File: config.mk
export PLATFORM = sky130hd
export DESIGN_NAME = muldiv_unit
export DESIGN_NICKNAME = d
export VERILOG_FILES = /design/src/rtl/muldiv_unit.sv
export SDC_FILE = /design/constraint.sdc
export NUM_CORES = 2
export LEC_CHECK = 0
export CAP_MARGIN = 30
export CORE_AREA = 2 2 284 286
export CTS_BUF_LIST = sky130_fd_sc_hd__clkbuf_16
export CTS_CLUSTER_SIZE = 30
export DETAILED_ROUTE_END_ITERATION = 12
export DIE_AREA = 0 0 286 288
export PLACE_DENSITY = 0.94
export SLEW_MARGIN = 5
export SYNTH_ARGS = -nofsm -noshare
export SYNTH_HDL_FRONTEND = slang
export SYNTH_SLANG_ARGS = --single-unit
File: constraint.sdc
create_clock -name clk -period 10.57 [get_ports clk]
set_input_delay 2.114 -clock clk [delete_from_list [all_inputs] [get_ports clk]]
set_output_delay 2.114 -clock clk [all_outputs]
set_load 0.02 [all_outputs]
File: src/rtl/muldiv_unit.sv
// RV32M multiply/divide execution unit: pipelined multiplier, iterative restoring divider,
// valid/ready on request and response. Define MULDIV_REUSE_EN to reuse the last DIV-path result.
module muldiv_unit #(
  parameter int unsigned XLEN       = 32,
  parameter int unsigned MUL_STAGES = 2,
  parameter int unsigned DIV_BITS   = 1
) (
  input  logic            clk,
  input  logic            rstn,
  input  logic            flush,
  input  logic            req_valid,
  output logic            req_ready,
  input  logic [2:0]      op,
  input  logic [XLEN-1:0] rs1,
  input  logic [XLEN-1:0] rs2,
  output logic            resp_valid,
  input  logic            resp_ready,
  output logic [XLEN-1:0] result,
  output logic            busy
);

  localparam int unsigned DIV_ITERS = XLEN / DIV_BITS;
  localparam int unsigned CNT_MAX   = (DIV_ITERS > MUL_STAGES) ? DIV_ITERS : MUL_STAGES;
  localparam int unsigned CNT_W     = $clog2(CNT_MAX + 1);
  localparam logic [XLEN-1:0] MIN_INT = {1'b1, {(XLEN-1){1'b0}}};

  typedef enum logic [2:0] {
    S_IDLE,
    S_MUL,
    S_DIV,
    S_SPEC,
    S_DONE
  } state_t;

  state_t state_q, state_d;

  logic [1:0]       op_q;
  logic [XLEN-1:0]  rs1_q, rs2_q;
  logic [CNT_W-1:0] cnt_q;
  logic [XLEN-1:0]  quo_q, rem_q, dvs_q;
  logic             neg_quo_q, neg_rem_q;

  logic             accept;
  logic             in_sgn, in_zero, in_ovf, in_hit;
  logic             in_neg1, in_neg2;
  logic [XLEN-1:0]  in_mag1, in_mag2;

  assign req_ready = (state_q == S_IDLE);
  assign busy      = (state_q != S_IDLE);
  assign accept    = req_valid && req_ready && !flush;

  assign in_sgn  = !op[0];
  assign in_zero = (rs2 == '0);
  assign in_ovf  = in_sgn && (rs1 == MIN_INT) && (rs2 == '1);
  assign in_neg1 = in_sgn & rs1[XLEN-1];
  assign in_neg2 = in_sgn & rs2[XLEN-1];
  assign in_mag1 = in_neg1 ? -rs1 : rs1;
  assign in_mag2 = in_neg2 ? -rs2 : rs2;

`ifdef MULDIV_REUSE_EN
  logic             tag_valid;
  logic             tag_sgn;
  logic [XLEN-1:0]  tag_rs1, tag_rs2, tag_quo, tag_rem;
  logic             hit_q;

  assign in_hit = tag_valid && (tag_rs1 == rs1) && (tag_rs2 == rs2) && (tag_sgn == in_sgn);
`else
  assign in_hit = 1'b0;
`endif

  // State register and next-state logic
  always_ff @(posedge clk) begin
    if (!rstn) state_q <= S_IDLE;
    else       state_q <= state_d;
  end

  // A reuse hit takes the one-cycle SPEC route so its response lands one cycle after accept
  always_comb begin
    state_d = state_q;
    case (state_q)
      S_IDLE: begin
        if (accept) begin
          if (!op[2])                       state_d = S_MUL;
          else if (in_zero || in_ovf || in_hit) state_d = S_SPEC;
          else                              state_d = S_DIV;
        end
      end
      S_MUL:   if (cnt_q == '0) state_d = S_DONE;
      S_DIV:   if (cnt_q == '0) state_d = S_DONE;
      S_SPEC:  state_d = S_DONE;
      S_DONE:  if (resp_ready) state_d = S_IDLE;
      default: state_d = S_IDLE;
    endcase
    if (flush) state_d = S_IDLE;
  end

  // Multiplier: operands extended to 2*XLEN so one product covers all signedness mixes
  logic              mul_sa, mul_sb;
  logic [2*XLEN-1:0] mul_a, mul_b, mul_prod, mul_tap;
  logic [XLEN-1:0]   mul_res;

  assign mul_sa   = (op_q != 2'b11);
  assign mul_sb   = !op_q[1];
  assign mul_a    = {{XLEN{mul_sa & rs1_q[XLEN-1]}}, rs1_q};
  assign mul_b    = {{XLEN{mul_sb & rs2_q[XLEN-1]}}, rs2_q};
  assign mul_prod = mul_a * mul_b;

  generate
    if (MUL_STAGES > 1) begin : g_pipe
      logic [2*XLEN-1:0] pipe [MUL_STAGES-1];
      always_ff @(posedge clk) begin
        pipe[0] <= mul_prod;
        for (int unsigned k = 1; k < MUL_STAGES - 1; k++) pipe[k] <= pipe[k-1];
      end
      assign mul_tap = pipe[MUL_STAGES-2];
    end else begin : g_nopipe
      assign mul_tap = mul_prod;
    end
  endgenerate

  assign mul_res = (op_q == 2'b00) ? mul_tap[XLEN-1:0] : mul_tap[2*XLEN-1:XLEN];

  // Restoring divider: DIV_BITS quotient bits per cycle on magnitudes
  logic [XLEN:0]   div_r;
  logic [XLEN-1:0] div_q;
  logic [XLEN-1:0] quo_nx, rem_nx;

  always_comb begin
    div_r = {1'b0, rem_q};
    div_q = quo_q;
    for (int unsigned i = 0; i < DIV_BITS; i++) begin
      div_r = {div_r[XLEN-1:0], div_q[XLEN-1]};
      div_q = {div_q[XLEN-2:0], 1'b0};
      if (div_r >= {1'b0, dvs_q}) begin
        div_r    = div_r - {1'b0, dvs_q};
        div_q[0] = 1'b1;
      end
    end
    quo_nx = div_q;
    rem_nx = div_r[XLEN-1:0];
  end

  logic [XLEN-1:0] quo_fin, rem_fin, spec_quo, spec_rem, done_quo, done_rem, done_res;

  assign quo_fin = neg_quo_q ? -quo_q : quo_q;
  assign rem_fin = neg_rem_q ? -rem_q : rem_q;

  always_comb begin
    spec_quo = '1;
    spec_rem = rs1_q;
    if (rs2_q != '0) begin
      spec_quo = rs1_q;
      spec_rem = '0;
    end
`ifdef MULDIV_REUSE_EN
    if (hit_q) begin
      spec_quo = tag_quo;
      spec_rem = tag_rem;
    end
`endif
  end

  assign done_quo = (state_q == S_SPEC) ? spec_quo : quo_fin;
  assign done_rem = (state_q == S_SPEC) ? spec_rem : rem_fin;
  assign done_res = op_q[1] ? done_rem : done_quo;

  // Datapath and response registers
  always_ff @(posedge clk) begin
    if (!rstn) begin
      resp_valid <= 1'b0;
      result     <= '0;
    end else if (flush) begin
      resp_valid <= 1'b0;
    end else begin
      case (state_q)
        S_IDLE: begin
          if (accept) begin
            op_q      <= op[1:0];
            rs1_q     <= rs1;
            rs2_q     <= rs2;
            quo_q     <= in_mag1;
            rem_q     <= '0;
            dvs_q     <= in_mag2;
            neg_quo_q <= in_neg1 ^ in_neg2;
            neg_rem_q <= in_neg1;
            cnt_q     <= op[2] ? CNT_W'(DIV_ITERS) : CNT_W'(MUL_STAGES - 1);
          end
        end
        S_MUL: begin
          if (cnt_q != '0) begin
            cnt_q <= cnt_q - 1'b1;
          end else begin
            result     <= mul_res;
            resp_valid <= 1'b1;
          end
        end
        S_DIV: begin
          if (cnt_q != '0) begin
            quo_q <= quo_nx;
            rem_q <= rem_nx;
            cnt_q <= cnt_q - 1'b1;
          end else begin
            result     <= done_res;
            resp_valid <= 1'b1;
          end
        end
        S_SPEC: begin
          result     <= done_res;
          resp_valid <= 1'b1;
        end
        S_DONE: if (resp_ready) resp_valid <= 1'b0;
        default: ;
      endcase
    end
  end

`ifdef MULDIV_REUSE_EN
  // Tag drops on any non-matching DIV-path accept and is rewritten when that op completes
  always_ff @(posedge clk) begin
    if (!rstn || flush) begin
      tag_valid <= 1'b0;
      hit_q     <= 1'b0;
    end else begin
      if (accept && op[2]) begin
        hit_q <= in_hit;
        if (!in_hit) tag_valid <= 1'b0;
      end
      if (((state_q == S_DIV) && (cnt_q == '0)) || (state_q == S_SPEC)) begin
        tag_valid <= 1'b1;
        tag_rs1   <= rs1_q;
        tag_rs2   <= rs2_q;
        tag_sgn   <= !op_q[0];
        tag_quo   <= done_quo;
        tag_rem   <= done_rem;
      end
    end
  end
`endif

endmodule

==> flow_summary.ini <==
[finish]
nNetsFinal = 6969
post-route-cell-area_um2 = 55100
nFillCells = 5349
drive_above_1_share_pct = 3.47
area_delta_synth_final_pct = 6.47

[logic_synthesis]
avgSynthCellArea_um2 = 9.32
synth-compound-area-share_pct = 6.52
synthArstFlopShare_pct = 0
syn_area_um2 = 51800
synth_top_area_share_pct = 43.5
synth_fa_ha_area_share_pct = 49.6
synth_top_family_by_area = adder cells
synth_mux_area_share_pct = 0.879
yosys_register_bits = 269
synth_top_flop_cell = edfxtp_1
synthSimpleGateAreaFrac_pct = 14.9
synth-xor-area-share_pct = 3.84
synth_cell_types = 77
synth_cells = 5557
yosysSeqAreaShare_pct = 13.7
syn-num-nets = 7006
synth_warnings = 0
synth_top_cell_by_area = fa_1
synthTopCellsByArea = fa_1 44%, edfxtp_1 9.8%, inv_1 8.5%
synth_edf_count = 169

[sta]
tightest_slew_ns = 1.12
hold_slack_ns = 0.462
fin_crit_sh_pct = 93.6
rsz0062_at_grt = no
finalSetupTns_ns = 0
hold_viol_final = 0
fin_skew_ns = 0.0157
drv_slew = 0
relSlewSlack_pct = 25.1
setup_viol = 0
fmax_mhz = 101
min_period_ns = 9.89

[run_status]
status = complete, but fails checks
violations = design-rule violations

[place]
io_buffer_count = 106
routabilityCongestion = 1.00
hpwl_mm = 125
dpl_cell_area_um2 = 54000

[grt]
overflow = 0
grt_max_degree = 77
track_usage_pct = 39.5
antenna_found_initial = 5
grt_pass1_vias = 46200
grt_first_pass_wirelength_mm = 248

[clock_tree]
clk_path_buf_depth = 3
clkLatencyLatePin_ns = 0.55
cts-resized-gates = 0
clkTransAtPathRegs_ns = 0.06
clkSinkCount = 269
h-tree-depth = 1
root_buffer = clkbuf_16
tritoncts = done
cts_buffers = 26
cts_hold_buf = 0
postCtsSetupBuffers = 0

[worst_setup_path]
endpoint_kind = flop
crit_top_cell = fa_1
reg2regPathDepth = 24
path_class = flop to flop
crit_slowest_cell = fa_1
required_ns = 11.04
cpPeakStageDelay_ns = 1.02
r2r-end = g_pipe.pipe[0][63]
critPathMaxFanout = 20
reg2reg_slack_ns = 0.68
startpoint = op_q[0]
path_cells = a21boi_2, nand2_1, fa_1, fa_1, inv_1, fa_1, inv_1, fa_1, inv_1, fa_1, fa_1, fa_1, inv_1, fa_1, inv_1, ha_1, a21o_1, a21oi_1, nand3b_1, o31ai_1, o21ai_1, a221o_1, a21oi_1, xnor2_1
cp.arrival_ns = 10.36
cp-start-kind = flop
rr_startpoint = op_q[0]

[floorplan]
core_area_um2 = 79600
dieArea_um2 = 82400
initial_core_util_pct = 65.0
rows = 104
die_h_um = 288
boundaryPins = 107
die_w_um = 286

[drt]
wl_mm = 159
drt_iter0_drc = 5352
avgRoutedWirePerCell_um = 24.0
ant_nets = 0
detail_route.vias_per_cell = 6.32
via_count = 41700
dr.pass1.iters = 12
drc = 3

[worst_hold_path]
worstHoldPathType = flop to flop
min_path_cells = 2
hold_path_end = result[28]
holdCritStartpoint = result[28]

[flow_run]
maxCapViolCount = 0
==> final cells by class <==
class | count | area (um2) | area share, %
tap | 1060 | 1330 | 2.41
timing repair buffer | 221 | 2300 | 4.17
inverter | 1167 | 4380 | 7.94
clock inverter | 20 | 93.8 | 0.170
multi-input combinational | 3835 | 39300 | 71.2
sequential | 269 | 7080 | 12.8
clock buffer | 27 | 676 | 1.23
antenna | 6 | 15.0 | 0.0272
==> stage by stage <==
| step | utilization (%) | instances | setup WS [ns] |
|---|---|---|---|
| after floorplan | - | 5557 | 2.24 |
| after global placement | 67.6 | 6530 | 1.46 |
| after detailed placement | 67.9 | 6539 | 1.01 |
| after CTS | 68.8 | 6586 | 0.936 |
| after global routing | 69.2 | 6599 | 0.314 |
| final | 69.2 | 6605 | 0.681 |
==> Yosys cell counts (12+ instances only) <==
| cell | number |
|---|---|
| a31oi_1 | 13 |
| a21oi_1 | 142 |
| edfxtp_1 | 169 |
| nand2b_1 | 23 |
| xnor2_1 | 142 |
| and2_1 | 391 |
| inv_1 | 1167 |
| nand3_1 | 51 |
| o21a_1 | 14 |
| o31ai_1 | 31 |
| a21boi_0 | 16 |
| nor2_1 | 166 |
| nor3_1 | 30 |
| or3_1 | 12 |
| o21ai_0 | 156 |
| mux2i_1 | 41 |
| and3_1 | 19 |
| o41ai_1 | 13 |
| ha_1 | 251 |
| a211oi_1 | 17 |
| a21o_1 | 38 |
| nor4_1 | 22 |
| nor2b_1 | 28 |
| nand2_1 | 847 |
| dfxtp_1 | 100 |
| or2_2 | 17 |
| fa_1 | 1126 |
| clkbuf_1 | 275 |
| xor2_1 | 85 |
| nand4_1 | 17 |
| o211ai_1 | 26 |
==> layer usage <==
layer	up-vias	wire length (um)	global-route usage [%]
met3	1150	19600	9.61
met5	-	31	0
met2	3310	74500	64.2
met1	20600	49000	45.0
li1	16700	-	-
met4	4	15500	31.0
==> flip-flops by register name, indices dropped and copies added (netlist names) <==
signal       flops
resp_valid       1
state_q          3
quo_q           32
neg_quo_q        1
rs2_q           32
rem_q           32
result          32
rs1_q           32
g_pipe.pipe     64
neg_rem_q        1
dvs_q           31
op_q             2
cnt_q            6
==> critical path, delay by kind of cell (launching register included) <==
family,cells,cell delay (ns)
buffers and inverters,5,0.80
adder cells (fa/ha/maj),9,5.37
XOR/XNOR,1,0.15
flip-flops,1,0.64
AO/OA/AOI/OAI,7,2.44
AND/OR/NAND/NOR,2,0.41
==> logic make-up (layout without fill, tap and decap cells) <==
kind of cell / after synthesis / after routing
AND/OR/NAND/NOR: 1649 / 1649
other: 0 / 6
adder cells (fa/ha/maj): 1377 / 1377
AO/OA/AOI/OAI: 537 / 537
multiplexers: 45 / 45
XOR/XNOR: 227 / 227
buffers and inverters: 1453 / 1435
flip-flops: 269 / 269
==> cells in the final DEF (no fill, tap or decap), types with 23 or more instances in the layout <==
cell type / synthesis / routed
and2_1: 391 / 390
nor2_1: 166 / 163
clkdlybuf4s50_1: 0 / 106
edfxtp_1: 169 / 169
o211ai_1: 26 / 26
ha_1: 251 / 251
a21oi_1: 142 / 142
inv_1: 1167 / 1173
o21ai_0: 156 / 156
nor2b_1: 28 / 27
xnor2_1: 142 / 142
o31ai_1: 31 / 31
xor2_1: 85 / 85
nand2_1: 847 / 847
clkbuf_16: 0 / 27
nor3_1: 30 / 30
nand2b_1: 23 / 23
a21o_1: 38 / 38
fa_1: 1126 / 1126
nand3_1: 51 / 51
dfxtp_1: 100 / 100
buf_4: 1 / 94
mux2i_1: 41 / 41
==> worst max-delay path by stage <==
stage,to,slack [ns],cells after the start
after global placement,g_pipe.pipe[0][63],1.46,24
after detailed placement,g_pipe.pipe[0][63],1.01,24
after CTS,g_pipe.pipe[0][63],0.94,24
final,g_pipe.pipe[0][63],0.68,24
after floorplan,g_pipe.pipe[0][63],2.24,26
after global routing,g_pipe.pipe[0][63],0.31,24
Power is not shown: default switching activity piles up to over one toggle a cycle in this logic, so the estimate is an artifact.
